$ cat config.mk
export PLATFORM = sky130hd
export DESIGN_NAME = counter_sequencer
export DESIGN_NICKNAME = d
export VERILOG_FILES = /design/src/rtl/counter_sequencer.sv
export SDC_FILE = /design/constraint.sdc
export NUM_CORES = 1
export LEC_CHECK = 0
export BUFFER_PORTS_ARGS = -buffer_cell sky130_fd_sc_hd__buf_4
export CAP_MARGIN = 20
export CORE_MARGIN = 3
export CORE_UTILIZATION = 40
export CTS_CLUSTER_SIZE = 12
export DETAILED_ROUTE_END_ITERATION = 12
export PLACE_DENSITY = 0.6
export SETUP_SLACK_MARGIN = 0.02
export SYNTH_ARGS = -nofsm -noshare
export SYNTH_HDL_FRONTEND = slang
export SYNTH_SLANG_ARGS = --single-unit
$ cat constraint.sdc
create_clock -name clk -period 1.4 [get_ports clk]
set_input_delay 0.14 -clock clk [delete_from_list [all_inputs] [get_ports clk]]
set_output_delay 0.14 -clock clk [all_outputs]
set_load 0.05 [all_outputs]
$ cat src/rtl/counter_sequencer.sv
// counter_sequencer
// Start/stop run controller for a cascaded prescaler (fast) and period (slow)
// counter pair. The fast counter wraps at a programmable terminal value and
// each wrap advances the slow counter; the slow wrap marks the end of a
// period. Terminal values and one-shot mode are captured when a run starts.
// Optional hold/resume support is compiled in with CNT_SEQ_PAUSE_EN.
module counter_sequencer #(
   parameter int FAST_W = 4,
   parameter int SLOW_W = 3
) (
   input  logic              clk,
   input  logic              rst_n,
   input  logic              start,
   input  logic              stop,
   input  logic              oneshot,
   input  logic [FAST_W-1:0] fast_limit,
   input  logic [SLOW_W-1:0] slow_limit,
`ifdef CNT_SEQ_PAUSE_EN
   input  logic              pause,
`endif
   output logic              busy,
   output logic [FAST_W-1:0] fast_cnt,
   output logic [SLOW_W-1:0] slow_cnt,
   output logic              tick,
   output logic              done
);

`ifdef CNT_SEQ_PAUSE_EN
   typedef enum logic [1:0] {
      ST_IDLE   = 2'd0,
      ST_RUN    = 2'd1,
      ST_PAUSED = 2'd2
   } state_t;
`else
   typedef enum logic [0:0] {
      ST_IDLE = 1'b0,
      ST_RUN  = 1'b1
   } state_t;
`endif

   state_t state_reg;
   state_t state_next;

   // Counters, pulses and the run configuration captured at start
   logic [FAST_W-1:0] fast_reg;
   logic [FAST_W-1:0] fast_next;
   logic [SLOW_W-1:0] slow_reg;
   logic [SLOW_W-1:0] slow_next;
   logic              tick_reg;
   logic              tick_next;
   logic              done_reg;
   logic              done_next;
   logic [FAST_W-1:0] fast_lim_reg;
   logic [SLOW_W-1:0] slow_lim_reg;
   logic              oneshot_reg;

   // Control strobes from the FSM
   logic latch_en;
   logic count_en;

   // Terminal-value detection, built bitwise so it scales with the widths
   logic [FAST_W-1:0] fast_match;
   logic [SLOW_W-1:0] slow_match;
   logic              fast_wrap;
   logic              slow_wrap;

   genvar gi;
   generate
      for (gi = 0; gi < FAST_W; gi++) begin : g_fast_cmp
         assign fast_match[gi] = (fast_reg[gi] == fast_lim_reg[gi]);
      end
      for (gi = 0; gi < SLOW_W; gi++) begin : g_slow_cmp
         assign slow_match[gi] = (slow_reg[gi] == slow_lim_reg[gi]);
      end
   endgenerate

   assign fast_wrap = &fast_match;
   assign slow_wrap = &slow_match;

   // State register
   always_ff @(posedge clk or negedge rst_n) begin
      if (!rst_n) begin
         state_reg <= ST_IDLE;
      end else begin
         state_reg <= state_next;
      end
   end

   // Next-state, counter and pulse logic; stop overrides everything else
   always_comb begin
      state_next = state_reg;
      fast_next  = fast_reg;
      slow_next  = slow_reg;
      tick_next  = 1'b0;
      done_next  = 1'b0;
      latch_en   = 1'b0;
      count_en   = 1'b0;

      if (stop) begin
         state_next = ST_IDLE;
         fast_next  = '0;
         slow_next  = '0;
      end else begin
         case (state_reg)
            ST_IDLE: begin
               fast_next = '0;
               slow_next = '0;
               if (start) begin
                  latch_en   = 1'b1;
                  state_next = ST_RUN;
               end
            end
            ST_RUN: begin
`ifdef CNT_SEQ_PAUSE_EN
               if (pause) begin
                  state_next = ST_PAUSED;
               end else begin
                  count_en = 1'b1;
               end
`else
               count_en = 1'b1;
`endif
            end
`ifdef CNT_SEQ_PAUSE_EN
            ST_PAUSED: begin
               // The resume edge counts, so the period grows by exactly the
               // number of edges on which pause was seen high.
               if (!pause) begin
                  state_next = ST_RUN;
                  count_en   = 1'b1;
               end
            end
`endif
            default: begin
               state_next = ST_IDLE;
            end
         endcase

         if (count_en) begin
            if (fast_wrap) begin
               fast_next = '0;
               tick_next = 1'b1;
               if (slow_wrap) begin
                  slow_next = '0;
                  done_next = 1'b1;
                  // One-shot ends on the same edge that raises done
                  if (oneshot_reg) begin
                     state_next = ST_IDLE;
                  end
               end else begin
                  slow_next = slow_reg + 1'b1;
               end
            end else begin
               fast_next = fast_reg + 1'b1;
            end
         end
      end
   end

   // Counter and pulse registers
   always_ff @(posedge clk or negedge rst_n) begin
      if (!rst_n) begin
         fast_reg <= '0;
         slow_reg <= '0;
         tick_reg <= 1'b0;
         done_reg <= 1'b0;
      end else begin
         fast_reg <= fast_next;
         slow_reg <= slow_next;
         tick_reg <= tick_next;
         done_reg <= done_next;
      end
   end

   // Run configuration, captured only when a run is launched from IDLE
   always_ff @(posedge clk or negedge rst_n) begin
      if (!rst_n) begin
         fast_lim_reg <= '0;
         slow_lim_reg <= '0;
         oneshot_reg  <= 1'b0;
      end else if (latch_en) begin
         fast_lim_reg <= fast_limit;
         slow_lim_reg <= slow_limit;
         oneshot_reg  <= oneshot;
      end
   end

   assign busy     = (state_reg != ST_IDLE);
   assign fast_cnt = fast_reg;
   assign slow_cnt = slow_reg;
   assign tick     = tick_reg;
   assign done     = done_reg;

endmodule
==> results of run 1 <==
[logic make-up (layout without fill, tap and decap cells)]
logic type	count (synthesis)	count (layout)	synth area share, %
AOI/OAI and AO/OA	4	4	3.81
DFF	18	18	54.9
and+or+nand+nor	23	24	17.7
xor gates and xnor gates	9	9	9.60
muxes	8	8	11.0
adders and majority gates	2	2	3.05
buffers and inverters	0	31	0
[worst max-delay path, delay by kind of cell, from the launching register on]
kind | cells | cell delay [ns]
buf+inv | 1 | 0.19
flops | 1 | 0.47
mux | 1 | 0.34
simple gates | 1 | 0.19
[layout make-up]
| type | instances | area share, % |
|---|---|---|
| Clock buffer | 4 | 2.33 |
| Multi-Input combinational cell | 47 | 36.0 |
| Sequential cell | 18 | 40.8 |
| Tap cell | 25 | 2.77 |
| Timing Repair Buffer | 27 | 18.2 |
[worst max path at each step]
stage	startpoint	end	slack, ns	cells after the start
after global placement	fast_lim_reg[0]	slow_cnt[2]	0.05	4
after global routing	fast_lim_reg[0]	slow_cnt[2]	0.005	4
after floorplan	busy	fast_lim_reg[0]	0.005	2
after detailed placement	fast_cnt[0]	slow_cnt[2]	0.08	4
final	busy	fast_lim_reg[0]	0.1	3
after CTS	fast_cnt[0]	slow_cnt[2]	0.07	4
[per-stage QoR]
step | power [uW] | setup slack, ns | util (%)
finish | 1150 | 0.0963 | 61.4
global placement | 844 | 0.0501 | 57.5
floorplan | 764 | 0.00535 | -
CTS | 1130 | 0.0743 | 59.5
detailed placement | 850 | 0.0816 | 57.5
global route | 1210 | 0.00542 | 61.4
[power by group]
part           leakage, uW  switching, uW  internal [uW]
sequential        0.000219           50.2            572
combinational     0.000277            117            135
clock            0.0000150            161            111
total             0.000511            328            818
[per-layer routing]
layer	part of all wire (%)	global-route usage (%)	up-vias
met1	46	19.9	308
met5	0	0	-
met3	4.9	3.79	4
met4	1.7	7.86	0
met2	47	22.1	18
li1	-	-	294
[cells in the final DEF, fill, tap and decap left out, types with 2 or more instances in the layout]
cell type,count
buf_4,26
dfrtp_1,10
mux2_2,8
dfrtp_2,8
nor2_1,5
xnor2_2,4
xnor2_1,4
nand3_1,4
nand2_1,3
nor3_1,3
clkbuf_4,3
o21ai_0,2
ha_1,2
[repair_timing]
action / in CTS / in global routing
hold buffers: 1 / 0
endpoints found under the setup margin: 0 / 4
endpoints found under the hold margin: 18 / 0
resized for setup: 0 / 4
==> flow_summary_export.csv, run 1 <==
group,metric,value,unit
run_status,run_status,"complete, no violations",
floorplan,fp.dieH,51.3,um
synthesis,synthArstFlopShare,100,%
timing,holdWs,0.0375,ns
timing,worstMarginPinSlew,0.249,ns
grt,grt_pass1_wl,2.86,mm
cts,cts_buffer_depth,2,
power_and_ir_drop,p_leak,0.000511,uW
floorplan,fp.dieW,51.3,um
timing,finClkSkew,0.00905,ns
cts,clock-sinks,18,
cts,ctsHtreeMaxLevel,1,
setup_path,cp.arrival,1.49,ns
synthesis,ys_types,20,
routing,routed_wl,1.71,mm
synthesis,synth_nets,78,
setup_path,start_kind,"register",
synthesis,syn_inst,64,
setup_path,r2r_start,"busy",
layout,final_cell_area,1130,um^2
routing,viasPerCell,5.16,
setup_path,path_cells,"nor3b_4, buf_4, mux2_2",
timing,fin_setup_tns,0,ns
layout,seq_area,460,um^2
layout,final_cells,121,
placed_design,dp_hpwl,1.24,mm
placed_design,gp_congestion,0.807,
layout,antennaDiodeCount,0,
routing,drt_iter0_drc,7,
synthesis,ys_warn_count,0,
setup_path,critPathKind,"reg -> reg",
grt,antenna_found_initial,0,
setup_path,reg2reg_slack,0.1,ns
timing,relSlewSlack,83.4,%
setup_path,crit_fanout,8,
timing,slew_viol_final,0,
setup_path,crit_required,1.58,ns
synthesis,synth_top_area_cell,"dfrtp_1",
floorplan,dieArea,2630,um^2
synthesis,ys_ff_latch,18,
layout,area_delta_synth_final,37.7,%
synthesis,yosys-top-cells-count,"dfrtp_1, mux2_2, xnor2_1",
timing,min_period_over_period,93.1,%
timing,period_minus_slack,1.30,ns
layout,fillCellCount,166,
timing,hold_viol_final,0,
grt,grt_use_total,14.9,%
routing,routedWlPerCell,14.1,um
floorplan,ios,22,
grt,grt_max_degree,19,
min_path,hold_path_class,"in -> reg",
cts,cts-buffers-inserted,3,
setup_path,cpPeakStageDelay,0.47,ns
routing,drt-pass1-iter-count,4,
cts,tritoncts,"yes",
routing,via_count,624,
synthesis,yosys-top-cells-area,"dfrtp_1, mux2_2, xnor2_1",
synthesis,synthFlopType,"dfrtp_1",
setup_path,reg2reg_depth,3,
grt,grt_pass1_vias,608,
layout,nNetsFinal,111,
floorplan,num_rows,15,
placed_design,io_buffers,21,
synthesis,synth-edff-count,0,
layout,multi_input_area,407,um^2
grt,grt-ovfl-total,0,
synthesis,netlist_area,821,um^2
min_path,hold_start,"stop",
setup_path,endpoint_kind,"register",
cts,clk_pin_slew,0.11,ns
setup_path,r2r_end,"fast_lim_reg[0]",
synthesis,ys_seq_area_share,54.9,%
floorplan,core_area,1840,um^2
min_path,hold_depth,2,
timing,rsz0062_at_grt,"false",
power_and_ir_drop,irDropWorstVdd,0.577,mV
min_path,hold_end,"busy",
floorplan,start_util,44.6,%
placed_design,placed_cell_area,1060,um^2
synthesis,synth_top_area_share,54.9,%
layout,drive_above_1_share,56.3,%
job,max_cap_viol_count,0,
cts,post_cts_buffers,0,
synthesis,syn_area_per_cell,12.8,um^2
routing,drc_errors,0,
routing,ant_nets,0,
cts,root_buffer,"clkbuf_4",
setup_path,cp_slowest_cell,"dfrtp_2",
power_and_ir_drop,power_density,1010,nW/um^2
cts,clk-insertion-delay-late,0.30,ns
synthesis,synthMostInstantiatedCell,"dfrtp_1",
timing,max_freq,767,MHz
timing,finalSetupViolCount,0,
placed_design,place_inst,115,
Power figures use the tool's default switching activity.
==> run 2, diff against run 1 <==
==> constraint.sdc (replaced) <==
create_clock -name clk -period 1.7 [get_ports clk]
set_input_delay 0.17 -clock clk [delete_from_list [all_inputs] [get_ports clk]]
set_output_delay 0.17 -clock clk [all_outputs]
set_load 0.05 [all_outputs]
==> flow_summary_export.csv, run 2 (synthesis gave the netlist of run 1 again) <==
group,metric,value,unit
run_status,run_status,"complete, no violations",
cts,tritoncts,"yes",
setup_path,cpPeakStageDelay,0.45,ns
routing,drt-pass1-iter-count,4,
floorplan,fp.dieH,51.3,um
setup_path,critical_path.top_delay_family,"flip-flops",
grt,grt_use_total,14.1,%
cts,cts_resized,0,
setup_path,crit_fanout,9,
timing,period_minus_slack,1.42,ns
timing,hold_viol_final,0,
cts,clk-insertion-delay-late,0.29,ns
timing,finClkSkew,0.00306,ns
floorplan,ios,22,
routing,routed_wl,1.55,mm
layout,final_common_cell,"buf_4",
cts,post_cts_buffers,0,
cts,clk_pin_slew,0.11,ns
placed_design,gp_congestion,0.737,
timing,slew_viol_final,0,
routing,ant_nets,0,
setup_path,path_cells,"xnor2_1, nand4_2, a32oi_1, o21ai_0",
cts,root_buffer,"clkbuf_4",
layout,area_delta_synth_final,28.7,%
placed_design,io_buffers,21,
grt,grt_pass1_wl,2.62,mm
cts,cts-buffers-inserted,3,
timing,finalSetupViolCount,0,
power_and_ir_drop,total_power,947,uW
floorplan,start_util,44.6,%
setup_path,start_kind,"register",
power_and_ir_drop,p_leak,0.000484,uW
timing,max_freq,705,MHz
cts,hold_buffers,1,
floorplan,fp.dieW,51.3,um
layout,antennaDiodeCount,0,
timing,min_period_over_period,83.4,%
power_and_ir_drop,irDropWorstVdd,0.475,mV
timing,worstMarginPinSlew,0.463,ns
layout,layout_common_cells,"buf_4, dfrtp_1, xnor2_1, mux2_2, nor2_1",
placed_design,dp_hpwl,1.17,mm
grt,grt-ovfl-total,0,
layout,drive_above_1_share,42.2,%
power_and_ir_drop,power_density,897,nW/um^2
floorplan,core_area,1840,um^2
setup_path,crit_required,1.87,ns
routing,viasPerCell,4.90,
routing,via_count,563,
floorplan,num_rows,15,
job,max_cap_viol_count,0,
cts,clock-sinks,18,
grt,antenna_found_initial,0,
setup_path,crit_buf_inv,0,
setup_path,reg2reg_slack,0.28,ns
floorplan,dieArea,2630,um^2
cts,cts_buffer_depth,2,
min_path,hold_path_class,"in -> reg",
layout,nNetsFinal,105,
setup_path,cp_slowest_cell,"dfrtp_1",
setup_path,critPathKind,"reg -> reg",
timing,fin_setup_tns,0,ns
cts,ctsHtreeMaxLevel,1,
grt,grt_max_degree,19,
setup_path,cp.arrival,1.59,ns
routing,drt_iter0_drc,1,
routing,routedWlPerCell,13.4,um
grt,grt_pass1_vias,562,
setup_path,endpoint_kind,"register",
timing,rsz0062_at_grt,"false",
routing,drc_errors,0,
timing,relSlewSlack,69.1,%
run 2: cell count changes in the layout (fill, tap and decap cells not counted), sizes merged:
cell | before | now
buf | 26 | 21
nand4 | 2 | 1
run 2: routing by layer:
layer	part of all wire (%)	vias to the layer above	global-route usage, %
li1	-	278	-
met1	48	271	18.1
met2	47	12	22.1
met3	4.0	2	3.50
met4	0.78	0	6.55
met5	0	-	0
run 2: final timing paths:
kind / start / end / cells past startpoint
worst max-delay path: fast_cnt[2] / slow_cnt[2] / 4
worst min-delay path: stop / busy / 2
worst max register to register: fast_cnt[2] / slow_cnt[2] / 4
worst min register to register: oneshot_reg / oneshot_reg / 1
max in group asynchronous: rst_n / slow_lim_reg[1] / 2
min in group asynchronous: rst_n / fast_cnt[3] / 2
run 2: final cells by class:
type / instances / area (um^2)
fillers: 169 / 783
flip-flops and latches: 18 / 450
multi-input cells: 46 / 370
repair buffers: 22 / 168
clock buffers: 4 / 36.3
well taps: 25 / 31.3
run 2: worst register-to-register path, stage by stage, from the launching register on:
cell and delay (ns):
dfrtp_1 0.45, xnor2_1 0.22, nand4_2 0.25, a32oi_1 0.27, o21ai_0 0.11
run 2: power by group:
group | leakage [uW] | switching [uW] | internal, uW
registers | 0.000232 | 34.3 | 471
logic | 0.000232 | 84.0 | 91.7
clock network | 0.0000210 | 136 | 130
total | 0.000484 | 255 | 693
run 2: metrics by stage:
step	util [%]	hold slack, ns	setup slack [ns]	cells	area, um^2
floorplan	-	-0.126	0.205	64	821
detailed placement	54.9	0.0497	0.313	110	1010
finish	57.4	0.0701	0.282	115	1060
global placement	54.9	0.0512	0.346	110	1010
global route	57.4	0.0505	0.131	115	1060
CTS	57.4	0.0567	0.300	115	1060
==> run 3, diff against run 2 <==
--- a/config.mk
+++ b/config.mk
@@ -11,7 +11,7 @@
 export CORE_UTILIZATION = 40
 export CTS_CLUSTER_SIZE = 12
 export DETAILED_ROUTE_END_ITERATION = 12
-export PLACE_DENSITY = 0.6
+export PLACE_DENSITY = 0.63
 export SETUP_SLACK_MARGIN = 0.02
 export SYNTH_ARGS = -nofsm -noshare
 export SYNTH_HDL_FRONTEND = slang
==> constraint.sdc (replaced) <==
create_clock -name clk -period 1.3 [get_ports clk]
set_input_delay 0.13 -clock clk [delete_from_list [all_inputs] [get_ports clk]]
set_output_delay 0.13 -clock clk [all_outputs]
set_load 0.05 [all_outputs]
==> flow_summary_export.csv, run 3 (synthesis gave the netlist of run 1 again) <==
group,metric,value,unit
layout,antennaDiodeCount,0,
power_and_ir_drop,total_power,1280,uW
timing,finalWorstSetupSlack,0.0376,ns
floorplan,fp.dieW,51.3,um
layout,nNetsFinal,115,
layout,final_core_util,67.4,%
setup_path,endpoint_kind,"register",
placed_design,gp_congestion,0.814,
setup_path,cp_slowest_cell,"dfrtp_2",
setup_path,cpPeakStageDelay,0.45,ns
cts,cts_buffer_depth,2,
routing,via_count,614,
timing,finClkSkew,0.00225,ns
routing,drt-pass1-iter-count,4,
power_and_ir_drop,p_leak,0.000562,uW
timing,min_period_over_period,97.1,%
placed_design,post-place-ws,0.00674,ns
grt,grt-ovfl-total,0,
cts,clk-insertion-delay-late,0.28,ns
cts,ctsHtreeMaxLevel,1,
min_path,hold_path_class,"in -> reg",
timing,period_minus_slack,1.26,ns
layout,final_cells,124,
timing,max_freq,792,MHz
timing,relSlewSlack,84.7,%
cts,clock-sinks,18,
setup_path,cp.arrival,1.46,ns
placed_design,place_inst,116,
timing,rsz0062_at_grt,"true",
placed_design,io_buffers,21,
grt,antenna_found_initial,0,
power_and_ir_drop,power_density,1030,nW/um^2
timing,hold_viol_final,0,
grt,grt_max_degree,19,
layout,area_delta_synth_final,51.1,%
grt,grt_use_total,13.8,%
floorplan,dieArea,2630,um^2
cts,root_buffer,"clkbuf_4",
floorplan,start_util,44.6,%
timing,finalSetupViolCount,0,
grt,grt_pass1_vias,548,
setup_path,crit_required,1.50,ns
floorplan,ios,22,
routing,drt_iter0_drc,6,
timing,worstMarginPinSlew,0.229,ns
routing,drc_errors,0,
cts,clk_pin_slew,0.09,ns
layout,layout_common_cells,"buf_4, dfrtp_1, mux2_4, dfrtp_2, nor2_1",
layout,fillCellCount,165,
cts,tritoncts,"yes",
setup_path,critPathKind,"reg -> reg",
run_status,run_status,"complete, no violations",
cts,cts-buffers-inserted,3,
routing,routed_wl,1.70,mm
layout,final_common_cell,"buf_4",
floorplan,fp.dieH,51.3,um
floorplan,core_area,1840,um^2
setup_path,crit_fanout,6,
timing,slew_viol_final,0,
routing,routedWlPerCell,13.7,um
setup_path,path_cells,"xnor2_2, nand4_4, nand2b_4, o31ai_4",
floorplan,num_rows,15,
setup_path,start_kind,"register",
routing,viasPerCell,4.95,
routing,ant_nets,0,
grt,grt_pass1_wl,2.59,mm
power_and_ir_drop,irDropWorstVdd,0.861,mV
job,max_cap_viol_count,0,
timing,fin_setup_tns,0,ns
layout,drive_above_1_share,62.6,%
## run 3: path summary, 6_finish.rpt
kind | depth (start not counted) | end | startpoint | slack (ns)
worst max-delay path | 4 | slow_cnt[0] | fast_cnt[1] | 0.04
max in group asynchronous | 2 | busy | rst_n | 0.83
worst max register to register | 4 | slow_cnt[0] | fast_cnt[1] | 0.04
worst min register to register | 1 | oneshot_reg | oneshot_reg | 0.53
min in group asynchronous | 2 | tick | rst_n | 0.26
worst min-delay path | 2 | busy | stop | 0.05
## run 3: per-layer routing
layer | up-vias | part of all wire, % | GRT usage [%]
li1 | 299 | - | -
met1 | 299 | 46 | 18.2
met2 | 14 | 48 | 21.0
met3 | 2 | 4.7 | 3.79
met4 | 0 | 0.82 | 6.11
met5 | - | 0 | 0
## run 3: layout make-up
| cell class | instances | area [um^2] | share of cell area, % |
|---|---|---|---|
| well taps | 25 | 31.3 | 2.52 |
| repair buffers | 32 | 259 | 20.9 |
| flip-flops and latches | 18 | 460 | 37.1 |
| multi-input cells | 46 | 467 | 37.6 |
| clock buffers | 3 | 22.5 | 1.82 |
## run 3: what timing repair did
item	CTS	global route
buffers inserted	0	4
endpoints found under the setup margin	2	12
hold buffers	1	0
pin swaps	0	4
hold endpoints to repair	18	0
gates resized for setup	1	17
## run 3: per-stage QoR
stage          hold WS [ns]  cell area [um^2]
6_report             0.0509              1240
5_1_grt              0.0359              1240
4_1_cts              0.0383              1150
3_5_place_dp        0.00886              1110
3_3_place_gp         0.0102              1110
2_1_floorplan        -0.166               861
## run 3: power by group
part	switching (uW)	total, uW	internal [uW]
clock	154	261	107
sequential	51.4	668	617
combinational	147	351	203
total	352	1280	927
## run 3: worst max-delay path: cells and delay by family (launching register included)
family | cells | cell delay (ns)
AOI/OAI and AO/OA | 1 | 0.16
and+or+nand+nor | 2 | 0.37
DFF | 1 | 0.45
xor gates and xnor gates | 1 | 0.21
